[config.mk]
export PLATFORM = sky130hd
export DESIGN_NAME = spi_fb_target
export DESIGN_NICKNAME = d
export VERILOG_FILES = /design/src/rtl/spi_fb_pkg.sv /design/src/rtl/spi_target_phy.sv /design/src/rtl/spi_fb_target.sv
export SDC_FILE = /design/constraint.sdc
export NUM_CORES = 1
export LEC_CHECK = 0
export ABC_CLOCK_PERIOD_IN_PS = 6300
export BUFFER_PORTS_ARGS = -buffer_cell sky130_fd_sc_hd__buf_2
export CAP_MARGIN = 40
export CELL_PAD_IN_SITES_DETAIL_PLACEMENT = 0
export CELL_PAD_IN_SITES_GLOBAL_PLACEMENT = 1
export CORE_ASPECT_RATIO = 1.25
export CORE_MARGIN = 2
export CORE_UTILIZATION = 41
export DETAILED_ROUTE_END_ITERATION = 8
export HOLD_SLACK_MARGIN = 0.1
export PLACE_DENSITY_LB_ADDON = 0.1
export REMOVE_ABC_BUFFERS = 1
export SYNTH_ARGS = -nofsm -noshare
export SYNTH_HDL_FRONTEND = slang
export SYNTH_SLANG_ARGS = --single-unit
export TNS_END_PERCENT = 5
[constraint.sdc]
create_clock -name clk -period 6.3 [get_ports clk]
set_clock_uncertainty 0.1 [all_clocks]
set_input_delay 1.26 -clock clk [delete_from_list [all_inputs] [get_ports clk]]
set_output_delay 1.26 -clock clk [all_outputs]
set_load 0.01 [all_outputs]
[src/rtl/spi_fb_pkg.sv]
// Shared command codes, FSM encoding and status-bit layout for the SPI frame-buffer target.
package spi_fb_pkg;

    localparam logic [7:0] CMD_WRITE_ROW  = 8'h01;
    localparam logic [7:0] CMD_FRAME_SWAP = 8'h02;
    localparam logic [7:0] CMD_STATUS     = 8'h03;

    typedef enum logic [2:0] {
        ST_IDLE    = 3'd0,
        ST_CMD     = 3'd1,
        ST_ROWADDR = 3'd2,
        ST_PIX     = 3'd3,
        ST_DONE    = 3'd4,
        ST_STATUS  = 3'd5,
        ST_IGNORE  = 3'd6
    } state_t;

    localparam int STAT_FRAME_PEND = 0;
    localparam int STAT_ROW_PEND   = 1;
    localparam int STAT_OVERRUN    = 2;

    // Address width that stays at least one bit wide for degenerate sizes.
    function automatic int addr_w(input int n);
        return (n > 1) ? $clog2(n) : 1;
    endfunction

endpackage

[src/rtl/spi_target_phy.sv]
// SPI mode-0 target front end: oversampled synchronizers, edge detect,
// byte-wide receive shifter and a status transmit shifter.
module spi_target_phy (
    input  logic       clk,
    input  logic       rst_n,
    input  logic       spi_sck,
    input  logic       spi_cs_n,
    input  logic       spi_mosi,
    input  logic       tx_load,
    input  logic [7:0] tx_byte,
    output logic       byte_stb,
    output logic [7:0] rx_byte,
    output logic       cs_active,
    output logic       tx_bit
);

    logic [1:0] sck_sync;
    logic [1:0] cs_sync;
    logic [1:0] mosi_sync;
    logic       sck_prev;
    logic       sck_rise;
    logic       sck_fall;
    logic [2:0] bit_cnt;
    logic [6:0] rx_shift;
    logic [7:0] tx_hold;
    logic       tx_armed;
    logic [7:0] tx_shift;

    // Chip select resets to the inactive level so nothing starts out of reset.
    always_ff @(posedge clk or negedge rst_n) begin
        if (!rst_n) begin
            sck_sync  <= 2'b00;
            cs_sync   <= 2'b11;
            mosi_sync <= 2'b00;
            sck_prev  <= 1'b0;
        end else begin
            sck_sync  <= {sck_sync[0], spi_sck};
            cs_sync   <= {cs_sync[0], spi_cs_n};
            mosi_sync <= {mosi_sync[0], spi_mosi};
            sck_prev  <= sck_sync[1];
        end
    end

    assign sck_rise  = sck_sync[1] & ~sck_prev;
    assign sck_fall  = ~sck_sync[1] & sck_prev;
    assign cs_active = ~cs_sync[1];

    always_ff @(posedge clk or negedge rst_n) begin
        if (!rst_n) begin
            bit_cnt  <= 3'd0;
            rx_shift <= 7'd0;
            rx_byte  <= 8'd0;
            byte_stb <= 1'b0;
        end else begin
            byte_stb <= 1'b0;
            if (!cs_active) begin
                bit_cnt <= 3'd0;
            end else if (sck_rise) begin
                rx_shift <= {rx_shift[5:0], mosi_sync[1]};
                bit_cnt  <= bit_cnt + 3'd1;
                if (bit_cnt == 3'd7) begin
                    rx_byte  <= {rx_shift, mosi_sync[1]};
                    byte_stb <= 1'b1;
                end
            end
        end
    end

    // A load is parked until the next SCK fall so bit 7 appears on that edge.
    always_ff @(posedge clk or negedge rst_n) begin
        if (!rst_n) begin
            tx_hold  <= 8'd0;
            tx_armed <= 1'b0;
            tx_shift <= 8'd0;
        end else if (!cs_active) begin
            tx_armed <= 1'b0;
            tx_shift <= 8'd0;
        end else if (sck_fall) begin
            if (tx_load) begin
                tx_shift <= tx_byte;
            end else if (tx_armed) begin
                tx_shift <= tx_hold;
            end else begin
                tx_shift <= {tx_shift[6:0], 1'b0};
            end
            tx_armed <= 1'b0;
        end else if (tx_load) begin
            tx_hold  <= tx_byte;
            tx_armed <= 1'b1;
        end
    end

    assign tx_bit = tx_shift[7];

endmodule

[src/rtl/spi_fb_target.sv]
// SPI target that decodes row-write, frame-swap and status commands and
// drives the hub75 frame-buffer write port.
module spi_fb_target
    import spi_fb_pkg::*;
#(
    parameter int N_BANKS  = 2,
    parameter int N_ROWS   = 32,
    parameter int N_COLS   = 64,
    parameter int N_CHANS  = 3,
    parameter int N_PLANES = 8
) (
    input  logic                          clk,
    input  logic                          rst_n,
    input  logic                          spi_sck,
    input  logic                          spi_cs_n,
    input  logic                          spi_mosi,
    output logic                          spi_miso,
    output logic [addr_w(N_BANKS)-1:0]    fbw_bank_addr,
    output logic [addr_w(N_ROWS)-1:0]     fbw_row_addr,
    output logic                          fbw_row_store,
    input  logic                          fbw_row_rdy,
    output logic                          fbw_row_swap,
    output logic [N_CHANS*N_PLANES-1:0]   fbw_data,
    output logic [addr_w(N_COLS)-1:0]     fbw_col_addr,
    output logic                          fbw_wren,
    output logic                          frame_swap,
    input  logic                          frame_rdy
);

    localparam int BANK_W = addr_w(N_BANKS);
    localparam int ROW_W  = addr_w(N_ROWS);
    localparam int COL_W  = addr_w(N_COLS);

    state_t             state;
    state_t             state_nxt;
    logic               byte_stb;
    logic [7:0]         rx_byte;
    logic               cs_active;
    logic               tx_bit;
    logic               tx_load;
    logic [7:0]         tx_byte;
    logic [1:0]         chan;
    logic [COL_W-1:0]   col;
    logic [7:0]         r_byte;
    logic [7:0]         g_byte;
    logic               row_pend;
    logic               frame_pend;
    logic               overrun;
    logic               last_pix;
    logic               load_row;
    logic               pix_byte;
    logic               pix_write;
    logic               row_done;
    logic               set_overrun;
    logic               clr_overrun;
    logic               set_frame;

    spi_target_phy u_phy (
        .clk       (clk),
        .rst_n     (rst_n),
        .spi_sck   (spi_sck),
        .spi_cs_n  (spi_cs_n),
        .spi_mosi  (spi_mosi),
        .tx_load   (tx_load),
        .tx_byte   (tx_byte),
        .byte_stb  (byte_stb),
        .rx_byte   (rx_byte),
        .cs_active (cs_active),
        .tx_bit    (tx_bit)
    );

    assign tx_byte  = {5'b0, overrun, row_pend, frame_pend};
    assign last_pix = (chan == 2'd2) && (col == COL_W'(N_COLS - 1));
    assign spi_miso = (state == ST_STATUS) && tx_bit;

    always_ff @(posedge clk or negedge rst_n) begin
        if (!rst_n) begin
            state <= ST_IDLE;
        end else begin
            state <= state_nxt;
        end
    end

    // Deasserted chip select always wins and drops any transfer in progress.
    always_comb begin
        state_nxt = state;
        if (!cs_active) begin
            state_nxt = ST_IDLE;
        end else begin
            case (state)
                ST_IDLE: state_nxt = ST_CMD;
                ST_CMD: begin
                    if (byte_stb) begin
                        if (rx_byte == CMD_WRITE_ROW) begin
                            state_nxt = row_pend ? ST_IGNORE : ST_ROWADDR;
                        end else if (rx_byte == CMD_STATUS) begin
                            state_nxt = ST_STATUS;
                        end else begin
                            state_nxt = ST_IGNORE;
                        end
                    end
                end
                ST_ROWADDR: if (byte_stb) state_nxt = ST_PIX;
                ST_PIX:     if (byte_stb && last_pix) state_nxt = ST_DONE;
                default:    state_nxt = state;
            endcase
        end
    end

    always_comb begin
        load_row    = 1'b0;
        pix_byte    = 1'b0;
        pix_write   = 1'b0;
        row_done    = 1'b0;
        set_overrun = 1'b0;
        clr_overrun = 1'b0;
        set_frame   = 1'b0;
        tx_load     = 1'b0;
        if (cs_active && byte_stb) begin
            case (state)
                ST_CMD: begin
                    set_overrun = (rx_byte == CMD_WRITE_ROW) && row_pend;
                    set_frame   = (rx_byte == CMD_FRAME_SWAP);
                    tx_load     = (rx_byte == CMD_STATUS);
                end
                ST_ROWADDR: load_row = 1'b1;
                ST_PIX: begin
                    pix_byte  = 1'b1;
                    pix_write = (chan == 2'd2);
                    row_done  = last_pix;
                end
                ST_STATUS: clr_overrun = 1'b1;
                default: ;
            endcase
        end
    end

    // Strobes are registered one clock behind the byte that caused them.
    always_ff @(posedge clk or negedge rst_n) begin
        if (!rst_n) begin
            fbw_bank_addr <= '0;
            fbw_row_addr  <= '0;
            fbw_row_store <= 1'b0;
            fbw_row_swap  <= 1'b0;
            fbw_data      <= '0;
            fbw_col_addr  <= '0;
            fbw_wren      <= 1'b0;
            frame_swap    <= 1'b0;
            chan          <= 2'd0;
            col           <= '0;
            r_byte        <= 8'd0;
            g_byte        <= 8'd0;
            row_pend      <= 1'b0;
            frame_pend    <= 1'b0;
            overrun       <= 1'b0;
        end else begin
            fbw_wren      <= pix_write;
            fbw_row_store <= row_pend && fbw_row_rdy;
            fbw_row_swap  <= row_pend && fbw_row_rdy;
            frame_swap    <= frame_pend && frame_rdy;

            if (load_row) begin
                fbw_row_addr  <= rx_byte[ROW_W-1:0];
                fbw_bank_addr <= rx_byte[ROW_W +: BANK_W];
                chan          <= 2'd0;
                col           <= '0;
            end

            if (pix_byte) begin
                case (chan)
                    2'd0:    r_byte <= rx_byte;
                    2'd1:    g_byte <= rx_byte;
                    default: ;
                endcase
                if (chan == 2'd2) begin
                    chan         <= 2'd0;
                    fbw_data     <= {rx_byte[7 -: N_PLANES], g_byte[7 -: N_PLANES],
                                     r_byte[7 -: N_PLANES]};
                    fbw_col_addr <= col;
                    col          <= col + COL_W'(1);
                end else begin
                    chan <= chan + 2'd1;
                end
            end

            if (row_pend && fbw_row_rdy) row_pend <= 1'b0;
            if (row_done)                row_pend <= 1'b1;

            // A new request arriving with the pulse is kept rather than lost.
            if (frame_pend && frame_rdy) frame_pend <= 1'b0;
            if (set_frame)               frame_pend <= 1'b1;

            if (clr_overrun) overrun <= 1'b0;
            if (set_overrun) overrun <= 1'b1;
        end
    end

endmodule

==> flow_metrics.tcl <==
set metrics [dict create \
    drive_above_1_share_pct 42.5 \
    syn_avg_cell_area_sq_um 14.8 \
    grt_pass1_vias 2528 \
    synthDistinctLibCells 46 \
    hold_violations 0 \
    row_count 41 \
    clockBufferDepth 2 \
    diodes 0 \
    die_width_um 94.8 \
    syn_area_sq_um 4230 \
    max_freq_ghz 0.361 \
    cts-root-buf "clkbuf_16" \
    die_area_sq_um 11100 \
    ys_top_cells_by_count "105 x dfrtp_1, 73 x mux2_2, 10 x nor2_1, 8 x inv_1, 7 x nand4_1" \
    endpoint_kind "output port" \
    ir_drop_mv 0.143 \
    synth_edf_count 0 \
    finalNonFillerCells 470 \
    port_buffers 47 \
    tns_ns 0 \
    finalNetCount 347 \
    cellPowerDensity_nw_per_um2 277 \
    gp_congestion 0.720 \
    syn_to_final_growth_pct 16.7 \
    grt_max_degree 40 \
    yosys-top-cells-area "dfrtp_1 62%, mux2_2 19%, mux2i_1 1.4%" \
    track_usage_pct 15.3 \
    drt-initial-drc-count 108 \
    slew_headroom_pct 41.2 \
    postCtsSetupBuffers 0 \
    yosys_warnings 0 \
    worstMarginPinSlew_ns 0.878 \
    cp_data_arrival_time_ns 1.41 \
    grt_overflow 0 \
    cp-start-kind "flip-flop" \
    vias_per_cell 5.16 \
    ys_ff_latch 107 \
    cts.sinks 107 \
    min_period_ns 2.77 \
    grt_pass1_wl_mm 13.1 \
    tritoncts "built" \
    cap_violations 0 \
    die_height_um 118 \
    finalSetupViolCount 0 \
    drt-wirelength-per-cell_um 16.5 \
    crit_path_max_incr_delay_ns 0.52 \
    yosysMostFrequentCell "dfrtp_1" \
    hp-class "reg -> reg" \
    cts_max_level 3 \
    fin_crit_sh_pct 43.9 \
    worstPathMaxFanout 10 \
    dp_slack_ns 3.67 \
    cp_slowest_cell "dfrtp_1" \
    dr.pass1.iters 4 \
    synthFlopType "dfrtp_1" \
    crit_buf_inv 1 \
    ctsHoldBuffers 0 \
    initial_core_util_pct 42.0 \
    p_leak_uw 0.00254 \
    antenna_found_initial 0 \
    critPathRequiredTime_ns 4.94 \
    dp_hpwl_mm 5.29 \
    yosys.area.top_type "dfrtp_1" \
    placed_area_sq_um 4610 \
    maxSlewViolCount 0 \
    clkSlewWorstSetupHoldPaths_ns 0.06 \
    async_reset_ff_share_pct 100 \
    cts-buffers-inserted 9 \
    fill_cells 943 \
    clk_latency_ns 0.34 \
    grt_setup_unrepaired "no" \
    place_inst 455 \
    ant_nets 0 \
    crit_type "reg -> out" \
    fin_ws_ns 3.53 \
    post_cts_resized 0 \
    num_io_pins 48 \
    synth_top_area_share_pct 62.2 \
    critPathTopFamily "flip-flops" \
    yosysSeqAreaShare_pct 63.4 \
    netlist_instances 285 \
    drc_errors 0 \
    status "finished clean" \
    final_area_sq_um 4930 \
    worstPathCellList "nor2b_1 -> and3_1 -> buf_2" \
    drt-total-wl_mm 7.75 \
    core_area_sq_um 10100 \
    vias 2427 \
]
-- layer usage --
metal / wire length [um] / GRT usage, %
met1: 3560 / 20.7
met2: 3780 / 24.2
met3: 264 / 2.50
met4: 145 / 6.25
met5: 0 / 0
-- cell families after synthesis --
group,share of synthesized area (%)
AO/OA/AOI/OAI,4.41
XOR/XNOR,0.415
adder cells (fa/ha/maj),0.888
buffers and inverters,1.98
flip-flops,63.4
multiplexers,20.9
AND/OR/NAND/NOR,8.00
-- metrics by stage --
step,util (%),hold slack (ns),total power [uW]
final,49.1,0.248,1370
after global routing,49.1,0.257,1430
after CTS,49.1,0.251,1390
after detailed placement,45.8,0.235,781
after global placement,45.6,0.233,778
after floorplan,-,0.231,754
-- layout by cell type (no fill, tap or decap), types with 3 or more instances in the layout --
cell type  instances
dfrtp_1          105
buf_4              3
buf_2             46
nor2_1            10
mux2i_1            6
o21ai_0            6
nand4_1            7
ha_1               3
a21oi_1            4
and2_1             3
clkbuf_16          9
a22o_1             6
nand2_1            4
mux2_2            73
inv_1              8
nor3_1             4
-- flip-flops by register name (all words and copies together) (netlist names), 5 cells and up --
name and flops:
col 6, fbw_col_addr 6, fbw_data 24, fbw_row_addr 5, g_byte 8, r_byte 8
u_phy.rx_byte 8, u_phy.rx_shift 7, u_phy.tx_shift 8
-- power by group --
| group | internal, uW | switching (uW) |
|---|---|---|
| registers | 709 | 15.2 |
| clock network | 368 | 232 |
| logic | 19.6 | 22.2 |
| total | 1100 | 270 |
-- cell type report --
| cell class | count | area (sq um) | area share [%] |
|---|---|---|---|
| sequential | 107 | 2680 | 54.3 |
| multi-input combinational | 161 | 1460 | 29.6 |
| timing repair buffer | 50 | 273 | 5.53 |
| clock buffer | 11 | 253 | 5.12 |
| tap | 129 | 161 | 3.27 |
| clock inverter | 4 | 73.8 | 1.50 |
| inverter | 8 | 30.0 | 0.609 |
-- final timing paths --
check	from	end	slack, ns	cells past startpoint
max	state[0]	spi_miso	3.53	3
min	u_phy.sck_sync[0]	u_phy.sck_sync[1]	0.25	0
max reg2reg	state[2]	col[0]	3.69	5
min reg2reg	u_phy.sck_sync[0]	u_phy.sck_sync[1]	0.25	0
max in group asynchronous	rst_n	fbw_row_addr[3]	4.50	2
min in group asynchronous	rst_n	u_phy.tx_shift[4]	0.76	1
Note: power is estimated with default switching activity, not from simulation.
